===== src/rtl/shift_ctrl.sv =====
// Sequencer for a registered 16-bit shifter: load a word, step it cnt times, then capture the result.
// Optional macro SHIFT_CTRL_CARRYCHAIN_EN: carry ops feed sh_cout back as cin after the first step.
module shift_ctrl #(
    parameter logic [2:0] HOLD_CODE = 3'd7
) (
    input  logic        clk,
    input  logic        rst_n,
    input  logic        cmd_valid,
    output logic        cmd_ready,
    input  logic [1:0]  cmd_op,
    input  logic [3:0]  cmd_cnt,
    input  logic [15:0] cmd_data,
    input  logic        cmd_cin,
    output logic [2:0]  shift,
    output logic        cin,
    output logic [15:0] indata,
    input  logic [15:0] sh_out,
    input  logic        sh_cout,
    output logic        busy,
    output logic        done,
    output logic [15:0] res_data,
    output logic        res_cout
);

    localparam logic [1:0] S_IDLE  = 2'd0;
    localparam logic [1:0] S_LOAD  = 2'd1;
    localparam logic [1:0] S_SHIFT = 2'd2;
    localparam logic [1:0] S_CAPT  = 2'd3;

    localparam logic [2:0] LOAD_CODE = 3'd4;

    logic [1:0]  state_q, state_d;
    logic [1:0]  op_q, op_d;
    logic        cin_q, cin_d;
    logic [3:0]  step_q, step_d;
    logic [15:0] indata_q, indata_d;
    logic [15:0] res_data_q, res_data_d;
    logic        res_cout_q, res_cout_d;
    logic        done_q, done_d;
`ifdef SHIFT_CTRL_CARRYCHAIN_EN
    logic        first_q, first_d;
`endif

    always_ff @(posedge clk or negedge rst_n) begin
        if (!rst_n) begin
            state_q    <= S_IDLE;
            op_q       <= 2'd0;
            cin_q      <= 1'b0;
            step_q     <= 4'd0;
            indata_q   <= 16'h0000;
            res_data_q <= 16'h0000;
            res_cout_q <= 1'b0;
            done_q     <= 1'b0;
`ifdef SHIFT_CTRL_CARRYCHAIN_EN
            first_q    <= 1'b0;
`endif
        end else begin
            state_q    <= state_d;
            op_q       <= op_d;
            cin_q      <= cin_d;
            step_q     <= step_d;
            indata_q   <= indata_d;
            res_data_q <= res_data_d;
            res_cout_q <= res_cout_d;
            done_q     <= done_d;
`ifdef SHIFT_CTRL_CARRYCHAIN_EN
            first_q    <= first_d;
`endif
        end
    end

    always_comb begin
        state_d    = state_q;
        op_d       = op_q;
        cin_d      = cin_q;
        step_d     = step_q;
        indata_d   = indata_q;
        res_data_d = res_data_q;
        res_cout_d = res_cout_q;
        done_d     = 1'b0;
`ifdef SHIFT_CTRL_CARRYCHAIN_EN
        first_d    = first_q;
`endif
        case (state_q)
            S_IDLE: begin
                if (cmd_valid) begin
                    op_d     = cmd_op;
                    cin_d    = cmd_cin;
                    step_d   = cmd_cnt;
                    indata_d = cmd_data;
                    state_d  = S_LOAD;
`ifdef SHIFT_CTRL_CARRYCHAIN_EN
                    first_d  = 1'b1;
`endif
                end
            end
            S_LOAD: begin
                state_d = (step_q != 4'd0) ? S_SHIFT : S_CAPT;
            end
            S_SHIFT: begin
                // step_q is never zero here: LOAD skips straight to CAPT for cnt==0
                step_d = step_q - 4'd1;
                if (step_q == 4'd1) begin
                    state_d = S_CAPT;
                end
`ifdef SHIFT_CTRL_CARRYCHAIN_EN
                first_d = 1'b0;
`endif
            end
            S_CAPT: begin
                res_data_d = sh_out;
                res_cout_d = sh_cout;
                done_d     = 1'b1;
                state_d    = S_IDLE;
            end
            default: begin
                state_d = S_IDLE;
            end
        endcase
    end

    always_comb begin
        case (state_q)
            S_LOAD:  shift = LOAD_CODE;
            S_SHIFT: shift = {1'b0, op_q};
            default: shift = HOLD_CODE;
        endcase
    end

    always_comb begin
        cin = 1'b0;
        if (state_q == S_SHIFT && op_q[0]) begin
`ifdef SHIFT_CTRL_CARRYCHAIN_EN
            // later steps chain the shifter's own carry to form a 17-bit rotate
            cin = first_q ? cin_q : sh_cout;
`else
            cin = cin_q;
`endif
        end
    end

    assign cmd_ready = (state_q == S_IDLE);
    assign busy      = (state_q != S_IDLE);
    assign indata    = indata_q;
    assign res_data  = res_data_q;
    assign res_cout  = res_cout_q;
    assign done      = done_q;

endmodule

===== config.mk =====
export PLATFORM = sky130hd
export DESIGN_NAME = shift_ctrl
export DESIGN_NICKNAME = d
export VERILOG_FILES = /design/src/rtl/shift_ctrl.sv
export SDC_FILE = /design/constraint.sdc
export NUM_CORES = 1
export LEC_CHECK = 0
export ABC_AREA = 1
export ABC_CLOCK_PERIOD_IN_PS = 1900
export BUFFER_PORTS_ARGS = -buffer_cell sky130_fd_sc_hd__buf_2
export CAP_MARGIN = 20
export CORE_ASPECT_RATIO = 0.7
export CORE_MARGIN = 2
export CORE_UTILIZATION = 36
export CTS_CLUSTER_SIZE = 28
export DETAILED_ROUTE_END_ITERATION = 12
export PLACE_DENSITY = 0.67
export REMOVE_ABC_BUFFERS = 1
export SYNTH_ARGS = -nofsm -noshare
export SYNTH_HDL_FRONTEND = slang
export SYNTH_SLANG_ARGS = --single-unit
export TNS_END_PERCENT = 10

===== constraint.sdc =====
create_clock -name clk -period 1.9 [get_ports clk]
set_input_delay 0.19 -clock clk [delete_from_list [all_inputs] [get_ports clk]]
set_output_delay 0.19 -clock clk [all_outputs]
set_load 0.02 [all_outputs]

### Yosys cells after proc, flatten, opt, wreduce, memory -nomap -nowiden

Index checks and enable logic that the tools add are counted.

| word-level totals | value |
|---|---|
| register bits | 43 |
| input port bits | 43 |
| output and inout port bits | 40 |
| word-level logic and storage cells | 32 |

| cells by class | value |
|---|---|
| $add $sub $neg | 1 |
| equality and inequality tests | 6 |
| mux-type cells | 9 |
| reduce and logical (&&, ||, !) cells | 8 |

Operator list:

| operator | number |
|---|---|
| $pmux W2 S4 | 1 |
| $pmux W4 S2 | 1 |
| $pmux W3 S2 | 1 |
| $reduce_and A2 Y1 | 3 |
| $eq A2 B2 Y1 const B | 2 |
| $eq A4 B1 Y1 const B | 1 |
| $mux W2 | 2 |
| $mux W4 | 1 |
| $ne A2 B2 Y1 const B | 2 |
| $reduce_bool A2 Y1 | 2 |
| $reduce_bool A4 Y1 | 1 |
| $sub A4 B1 Y4 const B | 1 |
| $mux W1 | 3 |
| $eq A2 B1 Y1 const B | 1 |
| $logic_not A2 Y1 | 1 |
| $logic_and A1 B1 Y1 | 1 |

### Depth between registers and ports, before layout

Gate-level depths: netlist (run 1).

| logic depth | value |
|---|---|
| depth after elaboration | 3 |
| depth in mapped cells | 8 |
| mapped depth without buffers | 8 |

### Worst setup path before layout (run 1)

No wires, ideal clock.

| timing path | value |
|---|---|
| kind | flip-flop to flip-flop |
| from | register state_q[0] |
| to | register indata_q[0], in the netlist indata[0] |
| setup time | 0.125 ns |
| arrival time | 1.447 ns |
| data required time | 1.775 ns |
| setup slack | 0.328 ns |
| stages on the path, launching flop included | 6 |
| path buffers | 1 |
| clock period less this slack | 1.572 ns |
| cells stage by stage | dfrtp_1 inv_1 ha_1 nand2_2 buf_6 mux2_4 |

| between the ends | value |
|---|---|
| longest elaborated chain between the ends | 2 |

Ends and longest elaborated chain:

| element | line | source |
|---|---|---|
| from (decl) | 32 | `logic [1:0] state_q, state_d;` |
| from (signal assigned) | 58 | `state_q <= state_d;` |
| $logic_not A2 Y1 | - |  |
| via cmd_ready | 9 | `output logic cmd_ready,` |
| $reduce_and A2 Y1 (no source line) | - |  |
| to (signal assigned) | 62 | `indata_q <= indata_d;` |
| to (decl) | 36 | `logic [15:0] indata_q, indata_d;` |

The timed path passes the listed nets, and every way through them passes these cells.
A chain may end at the register's enable or synchronous reset.

### Worst setup path in the final report (run 1)

| timing path | value |
|---|---|
| from | register state_q[0] |
| to | output cin |

| between the ends | value |
|---|---|
| longest elaborated chain between the ends | 3 |

Ends and longest elaborated chain:

| element | line | source |
|---|---|---|
| $eq A2 B2 Y1 | 132 | `if (state_q == S_SHIFT && op_q[0]) begin` |
| $logic_and A1 B1 Y1 | 132 |  |
| $mux W1 | 132 |  |
| to (decl) | 15 | `output logic cin,` |

Every way passes these cells.

==> summary.md, run 1 <==
| Metric | Value |
|---|---|
| Synth area leaders | dfrtp_1, mux2_4, mux2_2 |
| Sequential fraction of the synthesis area | 56.0% |
| Top post-synthesis cells by count | dfrtp_1, nand2_1, mux2_4, mux2_2, inv_1 |
| Pleak | 1.34 nW |
| Initial Util | 36.9% |
| Yosys top cell by area | dfrtp_1 |
| Via density | roughly 4.4 |
| Simple logic cell fraction of the synthesized area | under 10% |
| Dpl hpwl | 2.88 mm |
| Max VDD drop | 0.727 mV |
| Fin crit share | 91.6% |
| Hold_ws | 0.117 ns |
| Max-slew violation count | 0 |
| Setup TNS | 0 ns |
| WL final | 3.75 mm |
| IO Port Bufs | 82 |
| Setup Viol. Count Final | 0 |
| Netlist cell types | 16 |
| Layout area overhead | 31.6% |
| Compound-gate portion of the synthesized area | 3.19% |
| Final core occ | 48.6% |
| Area occupied by registers | between 1000 and 1500 um2 |
| Core box area | 5200 um2 |
| Final #Nets | 289 |
| Arrival time worst endpoint | ~1.6 ns |
| FMAX | 0.575 GHz |
| Post-synth ARST share | between 90% and 100% |
| Grt total ovfl | 0 |
| Ports | 83 |
| Number of buffers created by CTS | 5 |
| CP max stage delay | 0.45 ns |
| Post-route minimum period | 1.74 ns |
| Power Dens Cells | 1850 nW/um2 |
| TritonCTS clock tree | done |
| Setup Skew | just over 0.003 ns |
| Most frequent cell after synthesis | dfrtp_1 |
| # DRC | 0 |
| Fillers | ~510 |
| Area of the multi-input gates | 756 um2 |
| Critical path peak fanout | 10 |
| Synth warn | 0 |
| Slew @ Worst Pin | 0.543 ns |
| DR pass1 iterations | 4 |
| Ant diodes | 0 |
| Slowest cell on crit path | dfrtp_2 |
| Data required, critical path | 1.71 ns |
| Rows | 22 |
| Hold Crit Class | in -> reg |
| Flop and latch count out of synthesis | 43 |
| Htree depth | 2 |
| Crit path launch type | flop |
| Prevailing post-synth register cell | dfrtp_1 |
| Post-Syn Instances | 150 |
| Combinational family with the most area after synthesis | multiplexers |
| Final hold viol count | 0 |
| GR Util All Layers | 13.7% |
| Hold Path Origin | cmd_data[4] |
| CTS Root Cell | clkbuf_8 |
| Die area | 5940 um2 |
| Synth Area in XOR/XNOR | 0% |
| Initial antenna violation count | 0 |
| Critical Path Source | state_q[0] |
| Die width | between 90 and 100 um |
| Antenna-violating nets left | 0 |
| EDFF count, synth | 0 |
| Top cell type's share of synthesized area | 56.0% |
| Vias in the first global route | ~1,400 |
| Layout cells sized above 1 | 55.0% |
| Unrepaired setup endpoints after global routing | no |
| Clk pin slew, worst setup/hold paths | 0.09 ns |
| Mean routed wirelength per cell | 12.0 um |
| Clk buf depth | 2 |
| Setup bufs post-CTS | 0 |
| Vias | 1,376 |
| CP endpoint kind | output pin |
| First-pass GRT wire length | 6.41 mm |
| CP Class | reg -> out |
| Gpl congestion | 0.889 |
| Crit-path cells | inv_1, ha_1, buf_4, nand2_1, nor2_1, buf_2 |
| Die Ht | 65.1 um |
| Largest net degree at the start of global routing | 25 |
| Clock Sinks | 43 |
| Critical R2R Launch | state_q[1] |
| Post-Synth Adder-Cell Area | 4.56% |
| Status | completed |
| Relative slew slack | 63.8% |
| Latest clock arrival within the worst-skew pair | 0.30 ns |
| DR iter-0 viols | 33 |
| Mapped Area | 1920 um2 |
| Max-cap violation count | 0 |
| Syn_area_per_cell | 12.8 um2 |
| Mux contribution to synthesized area | between 20 and 25% |
## metal layers
layer  vias up  GRT usage [%]  wire (um)  part of all wire (%)
li1        671              -          -                     -
met1       636           17.8       1750                    47
met2        62           21.9       1620                    43
met3         7           4.70        336                   9.0
met4         0           3.98         34                  0.91
met5         -              0          0                     0
## cell usage in the layout (no fill, tap or decap), types with 2 or more instances in the layout
cell type and count:
buf_2 82, buf_4 3, clkbuf_8 5, clkinvlp_4 2, dfrtp_1 42, ha_1 7, inv_1 13, mux2_2 17
mux2_4 18, nand2_1 22, nand3_1 6, nor2_1 7, o21ai_0 8
## state kept, by name, summed over array words and instances, names as in the netlist
register and flops:
op_q 2, indata 16, step_q 4, done 1, state_q 2, cin_q 1
res_data 16, res_cout 1
## power breakdown
group	total (mW)	internal [mW]	switching [mW]	leakage, nW
registers	1.65	1.39	0.260	0.509
logic	2.43	1.09	1.33	0.790
clock network	0.598	0.263	0.335	0.0408
total	4.68	2.75	1.93	1.34
## cells by family (layout without fill, tap and decap cells)
logic type | after synthesis | after routing
AOI/OAI and AO/OA | 11 | 11
adders and majority gates | 7 | 7
buffers and inverters | 18 | 108
DFF | 43 | 43
muxes | 35 | 35
and+or+nand+nor | 36 | 36
## through the flow
| stage | worst slack, ns | power, mW | instance area, um2 | cells |
|---|---|---|---|---|
| 3_3_place_gp | 0.273 | 4.07 | 2420 | 303 |
| 4_1_cts | 0.0840 | 4.75 | 2530 | 312 |
| 3_5_place_dp | 0.173 | 4.13 | 2420 | 303 |
| 5_1_grt | 0.0475 | 5.05 | 2530 | 312 |
| 2_1_floorplan | 0.110 | 3.36 | 1880 | 145 |
| 6_report | 0.160 | 4.68 | 2530 | 312 |
## layout make-up
| class | count | area share (%) |
|---|---|---|
| inverters | 13 | 1.93 |
| well taps | 72 | 3.56 |
| clock buffers | 5 | 2.72 |
| clock inverters | 3 | 0.941 |
| flip-flops and latches | 43 | 42.6 |
| multi-input cells | 89 | 29.9 |
| repair buffers | 87 | 18.3 |
## path summary, 6_finish.rpt
kind | to | slack [ns] | cells past startpoint
worst max-delay path | cin | 0.16 | 6
worst min-delay path | indata[4] | 0.12 | 2
worst max register to register | indata[3] | 0.21 | 5
worst min register to register | res_data[3] | 0.51 | 1
max in group asynchronous | state_q[0] | 0.99 | 3
min in group asynchronous | res_data[6] | 0.41 | 2
## critical path: cells and delay by family, from the launching register on
kind | cells | cell delay (ns)
and+or+nand+nor | 2 | 0.17
DFF | 1 | 0.45
adders and majority gates | 1 | 0.18
buffers and inverters | 3 | 0.45
## what timing repair did
item	CTS	global route
gates resized for setup	0	1
setup endpoints to repair	0	1
hold buffers	1	0
endpoints found under the hold margin	23	0
No activity file was read; power rests on OpenSTA's default activity.
==> run 2: changes to the inputs <==
--- a/config.mk
+++ b/config.mk
@@ -14,6 +14,7 @@
 export CORE_UTILIZATION = 36
 export CTS_CLUSTER_SIZE = 28
 export DETAILED_ROUTE_END_ITERATION = 12
+export MAX_ROUTING_LAYER = met4
 export PLACE_DENSITY = 0.67
 export REMOVE_ABC_BUFFERS = 1
 export SYNTH_ARGS = -nofsm -noshare
==> summary.md, run 2 (synthesis gave the netlist of run 1 again) <==
| Metric | Value |
|---|---|
| Setup Viol. Count Final | 0 (unchanged) |
| Htree depth | 2 (unchanged) |
| Setup bufs post-CTS | 0 (unchanged) |
| Mean routed wirelength per cell | 12.0 um (-0.13%) |
| Rows | 22 (unchanged) |
| DR iter-0 viols | 32 (-3.0%) |
| Max-slew violation count | 0 (unchanged) |
| Most frequent cells in the layout | buf_2, dfrtp_1, nand2_1 |
| Top delay family on crit path | buffers and inverters |
| Critical path peak fanout | 10 (unchanged) |
| Setup ws final | 0.160 ns (+0.000161 ns) |
| Final hold viol count | 0 (unchanged) |
| Slew @ Worst Pin | 0.543 ns (+0.0000175 ns) |
| Relative slew slack | 63.8% (about the same) |
| Setup TNS | 0 ns (unchanged) |
| FMAX | 0.575 GHz (about the same) |
| Slowest cell on crit path | dfrtp_2 |
| Antenna-violating nets left | 0 (unchanged) |
| Die width | 91.3 um (unchanged) |
| CP endpoint kind | output pin |
| IO Port Bufs | 82 (unchanged) |
| Data required, critical path | 1.71 ns (about the same) |
| Reg-to-reg endpoint | indata[3] |
| Cell count of the worst reg-to-reg path | 5 (unchanged) |
| Worst slack, placed | 0.173 ns (unchanged) |
| Clock Sinks | 43 (unchanged) |
| Final core occ | 48.6% (unchanged) |
| Stages on the worst setup path | 6 (unchanged) |
| Fin crit share | 91.6% (about the same) |
| Commonest non-fill, non-tap cell in the layout | buf_2 |
| GR Util All Layers | 14.1% (+0.39 points) |
| Setup Skew | 0.00304 ns (+0.00000613 ns) |
| Die Ht | 65.1 um (unchanged) |
| CP max stage delay | 0.45 ns (about the same) |
| Final Instance Count excl. Fillers | 312 (unchanged) |
| Die area | 5940 um2 (unchanged) |
| Initial antenna violation count | 0 (unchanged) |
| Critical Path Source | state_q[0] |
| Final #Nets | 289 (unchanged) |
| DR pass1 iterations | 4 (unchanged) |
| Clk pin slew, worst setup/hold paths | 0.09 ns (about the same) |
| Arrival time worst endpoint | 1.55 ns (about the same) |
| Ports | 83 (unchanged) |
| CP endpoint | cin |
| # DRC | 0 (unchanged) |
| CP Class | reg -> out |
| WL final | 3.74 mm (-0.13%) |
| Clk buf depth | 2 (unchanged) |
| Max-cap violation count | 0 (unchanged) |
| First-pass GRT wire length | 6.40 mm (-0.11%) |
| Vias | 1,374 (-0.15%) |
| Gpl congestion | 0.903 (+1.7%) |
| Dpl hpwl | 2.88 mm (unchanged) |
| Status | completed |
| Latest clock arrival within the worst-skew pair | 0.29 ns (about the same) |
| Number of buffers created by CTS | 5 (unchanged) |
| Largest net degree at the start of global routing | 25 (unchanged) |
| Post-route minimum period | 1.74 ns (-0.000161 ns) |
| Placed Cells incl. Taps | 303 (unchanged) |
| Crit path launch type | flop |
| Layout area overhead | 31.6% (unchanged) |
| Hold Path Origin | cmd_data[4] |
| Ant diodes | 0 (unchanged) |
| Critical R2R Launch | state_q[1] |
| Core box area | 5200 um2 (unchanged) |
| Unrepaired setup endpoints after global routing | no |
| Power Dens Cells | 1850 nW/um2 (about the same) |
| Crit-path cells | inv_1, ha_1, buf_4, nand2_1, nor2_1, buf_2 |
| Max VDD drop | 0.727 mV (unchanged) |
| Vias in the first global route | 1,386 (+0.072%) |
| TritonCTS clock tree | done |
| Grt total ovfl | 0 (unchanged) |
| Initial Util | 36.9% (unchanged) |
| Hold Crit Class | in -> reg |
| Via density | 4.40 (-0.15%) |
| Total Power | 4.68 mW (about the same) |
| CTS Root Cell | clkbuf_8 |
| Layout cells sized above 1 | 55.0% (unchanged) |
| Bufs and invs on worst path | 3 (unchanged) |
| Pleak | 1.34 nW (unchanged) |
| R2R setup slack | 0.21 ns (about the same) |
-- run 2: worst min-delay path by stage --
stage	cells past startpoint	to	slack, ns
after floorplan	0	cin_q	-0.11
after global placement	1	res_data[3]	0.21
after detailed placement	1	res_data[3]	0.21
after CTS	2	indata[4]	0.11
after global routing	2	indata[4]	0.09
final	2	indata[4]	0.12
-- run 2: metrics by stage --
step,hold WS (ns),cell area (um2)
final,0.117,2530
after CTS,0.106,2530
after global placement,0.205,2420
after floorplan,-0.106,1880
after global routing,0.0942,2530
after detailed placement,0.206,2420
-- run 2: timing repair --
action / 4_1_cts / 5_1_grt
hold endpoints to repair: 23 / 0
gates resized for setup: 0 / 1
hold buffers: 1 / 0
endpoints found under the setup margin: 0 / 1
-- run 2: cell type report --
type / instances / area, um2
Clock inverter: 3 / 23.8
Sequential cell: 43 / 1080
Fill cell: 507 / 2680
Multi-Input combinational cell: 89 / 756
Tap cell: 72 / 90.1
Clock buffer: 5 / 68.8
Inverter: 13 / 48.8
Timing Repair Buffer: 87 / 463
-- run 2: report_power, final --
group / switching [mW] / internal [mW] / leakage, nW / total [mW]
sequential: 0.260 / 1.39 / 0.509 / 1.65
combinational: 1.33 / 1.09 / 0.790 / 2.43
clock: 0.335 / 0.263 / 0.0408 / 0.598
total: 1.93 / 2.75 / 1.34 / 4.68
-- run 2: routing by layer --
layer  vias up  GRT usage (%)  part of all wire, %
met4         0           3.98                 0.78
li1        671              -                    -
met2        61           21.9                   43
met1       637           17.9                   47
met3         5           4.59                  8.9
met5         -              -                    0
==> run 3: changes to the inputs <==
--- a/config.mk
+++ b/config.mk
@@ -5,7 +5,6 @@
 export SDC_FILE = /design/constraint.sdc
 export NUM_CORES = 1
 export LEC_CHECK = 0
-export ABC_AREA = 1
 export ABC_CLOCK_PERIOD_IN_PS = 1900
 export BUFFER_PORTS_ARGS = -buffer_cell sky130_fd_sc_hd__buf_2
 export CAP_MARGIN = 20
@@ -14,8 +13,9 @@
 export CORE_UTILIZATION = 36
 export CTS_CLUSTER_SIZE = 28
 export DETAILED_ROUTE_END_ITERATION = 12
+export GPL_TIMING_DRIVEN = 0
 export MAX_ROUTING_LAYER = met4
-export PLACE_DENSITY = 0.67
+export PLACE_DENSITY = 0.68
 export REMOVE_ABC_BUFFERS = 1
 export SYNTH_ARGS = -nofsm -noshare
 export SYNTH_HDL_FRONTEND = slang
==> summary.md, run 3 <==
| Metric | Value |
|---|---|
| Status | completed |
| Max-cap violation count | 0 (unchanged) |
| Synth Area in XOR/XNOR | 0.475% (+0.47 points) |
| Vias | 1,331 (-3.1%) |
| Setup Skew | 0.00449 ns (+0.00145 ns) |
| Flop and latch count out of synthesis | 43 (unchanged) |
| Crit path launch type | flop |
| Net switching power | 1.83 mW (-5.2%) |
| Top post-synthesis cells by count | dfrtp_1, mux2_2, o21ai_0, ha_1, inv_1 |
| Data required, critical path | 1.71 ns (about the same) |
| Hold Crit Class | in -> reg |
| Latest clock arrival within the worst-skew pair | 0.29 ns (about the same) |
| Grt total ovfl | 0 (unchanged) |
| Setup Viol. Count Final | 0 (unchanged) |
| First-pass GRT wire length | 6.05 mm (-5.5%) |
| GR Util All Layers | 14.1% (about the same) |
| M1 WL | 1.77 mm (+0.63%) |
| Most frequent cells in the layout | buf_2, dfrtp_1, mux2_2 |
| Max-slew violation count | 0 (unchanged) |
| Setup TNS | 0 ns (unchanged) |
| FMAX | 0.571 GHz (-0.60%) |
| CTS Root Cell | clkbuf_8 |
| TritonCTS clock tree | done |
| Relative slew slack | 50.3% (-14 points) |
| Final hold viol count | 0 (unchanged) |
| Via density | 4.61 (+4.6%) |
| Mean routed wirelength per cell | 12.7 um (+5.5%) |
| DR iter-0 viols | 47 (+47%) |
| Worst hold stages | 2 (unchanged) |
| Slew @ Worst Pin | 0.746 ns (+0.203 ns) |
| Critical path peak fanout | 14 (+4) |
| Syn_area_per_cell | 13.9 um2 (+8.4%) |
| Commonest non-fill, non-tap cell in the layout | buf_2 |
| Ports | 83 (unchanged) |
| DR top layer | met4 |
| Combinational family with the most area after synthesis | multiplexers |
| R2R setup slack | 0.25 ns (+0.04 ns) |
| Cell Int Power | 2.64 mW (-3.7%) |
| Initial antenna violation count | 0 (unchanged) |
| Arrival time worst endpoint | 1.56 ns (about the same) |
| Synth area leaders | dfrtp_1, mux2_2, ha_1 |
| Dpl hpwl | 2.68 mm (-7.1%) |
| Number of buffers created by CTS | 5 (unchanged) |
| Simple logic cell fraction of the synthesized area | 5.15% (-2.4 points) |
| Post-synth ARST share | 100% (unchanged) |
| Largest net degree at the start of global routing | 44 (+76%) |
| Ant diodes | 0 (unchanged) |
| Clock Sinks | 43 (unchanged) |
| Die Ht | 63.9 um (-1.9%) |
| Total Power | 4.47 mW (-4.3%) |
| Htree depth | 2 (unchanged) |
| DR pass1 iterations | 4 (unchanged) |
| Compound-gate portion of the synthesized area | 5.49% (+2.3 points) |
| Clk buf depth | 2 (unchanged) |
| Die width | 89.6 um (-1.9%) |
| Comb pwr share | 50.7% (-1.2 points) |
| Critical Path Source | state_q[0] |
| EDFF count, synth | 0 (unchanged) |
| Gpl congestion | 0.778 (-14%) |
| Critical R2R Launch | state_q[0] |
| Fin crit share | 92.1% (+0.55 points) |
| Unrepaired setup endpoints after global routing | no |
| Initial Util | 38.0% (+1.0 points) |
| Reg-to-reg endpoint | state_q[1] |
| Post-Syn Instances | 133 (-11%) |
| Routed wl met3 | 321 um (-3.3%) |
| Seq pwr share | 36.7% (+1.4 points) |
| Switching share of total power | 40.9% (-0.37 points) |
| Mapped Area | 1850 um2 (-3.9%) |
| WL final | 3.66 mm (-2.3%) |
| CP Class | reg -> out |
| Yosys top cell by area | dfrtp_1 |
| # DRC | 0 (unchanged) |
| Rows | 21 (-4.5%) |
| Worst Hold Endpoint | res_data[13] |
| Pleak | 1.18 nW (-12%) |
| CP endpoint kind | output pin |
| Wire length on met2 | 1.54 mm (-5.0%) |
| Worst slack, placed | 0.132 ns (-0.0406 ns) |
| Setup ws final | 0.149 ns (-0.0105 ns) |
| Hold Path Origin | sh_out[13] |
| Clock share of power | 12.6% (-0.2 points) |
| Post-Synth Adder-Cell Area | 4.75% (+0.19 points) |
| Prevailing post-synth register cell | dfrtp_1 |
| Post-route minimum period | 1.75 ns (+0.0105 ns) |
| Sequential fraction of the synthesis area | 58.3% (+2.3 points) |
| Most frequent cell after synthesis | dfrtp_1 |
| Clk pin slew, worst setup/hold paths | 0.08 ns (about the same) |
| Core box area | 4860 um2 (-6.6%) |
| Max VDD drop | 0.815 mV (+12%) |
| Mux contribution to synthesized area | 22.6% (-1.5 points) |
| Synth warn | 0 (unchanged) |
| Layout cells sized above 1 | 60.5% (+5.5 points) |
| Top cell type's share of synthesized area | 58.3% (+2.3 points) |
| Layout area overhead | 31.4% |
| Cell count of the worst reg-to-reg path | 5 (unchanged) |
| IO Port Bufs | 82 (unchanged) |
| Die area | 5720 um2 (-3.7%) |
| Vias in the first global route | 1,275 (-8.0%) |
| Antenna-violating nets left | 0 (unchanged) |
| Power Dens Cells | 1840 nW/um2 (-0.27%) |
| Final #Nets | 269 (-6.9%) |
| Netlist cell types | 24 (+8) |
## run 3: kinds of logic (layout without fill, tap and decap cells)
family	after synthesis	in the layout
flip-flops	43	43
multiplexers	37	37
AO/OA/AOI/OAI	17	17
AND/OR/NAND/NOR	17	17
buffers and inverters	11	98
adder cells (fa/ha/maj)	7	7
XOR/XNOR	1	1
## run 3: critical path: stages, from the launching register on
cell and delay (ns):
dfrtp_1 0.41, inv_1 0.13, ha_2 0.34, nand2_1 0.08, o21ai_0 0.10, buf_2 0.21
## run 3: power groups by stage
stage                     clock (mW)  combinational [mW]  sequential [mW]
final                          0.563                2.27             1.64
after global routing           0.634                2.48             1.72
after CTS                      0.587                2.28             1.65
after detailed placement           0                2.27             1.66
after global placement             0                2.24             1.64
after floorplan                    0                1.10             2.10
## run 3: what timing repair did
action | in CTS | in global routing
resized for setup | 0 | 2
hold buffers | 0 | 1
buffers inserted | 0 | 0
hold endpoints to repair | 0 | 17
endpoints found under the setup margin | 0 | 4
## run 3: area by class of cell
type                    count  area (um2)
clock inverters             2        12.5
repair buffers             84         440
flip-flops and latches     43        1080
fillers                   464        2440
clock buffers               6        72.6
multi-input cells          79         714
inverters                   6        22.5
well taps                  69        86.3
## run 3: routing by layer
layer | vias to the layer above | global-route usage (%)
met1 | 631 | 19.5
met2 | 60 | 19.6
met3 | 5 | 4.91
met4 | 0 | 3.92
li1 | 635 | -
met5 | - | -
## run 3: worst max path at each step
stage,endpoint
2_1_floorplan,state_q[0]
3_3_place_gp,state_q[1]
3_5_place_dp,state_q[1]
4_1_cts,shift[1]
5_1_grt,shift[1]
6_report,shift[1]
## run 3: metrics by stage
step	utilization [%]	area [um2]	std cells	hold WS [ns]
detailed placement	47.4	2300	279	0.395
CTS	49.2	2390	287	0.0811
floorplan	-	1810	128	-0.106
global placement	47.4	2300	279	0.401
finish	49.9	2420	289	0.127
global route	49.9	2420	289	0.112
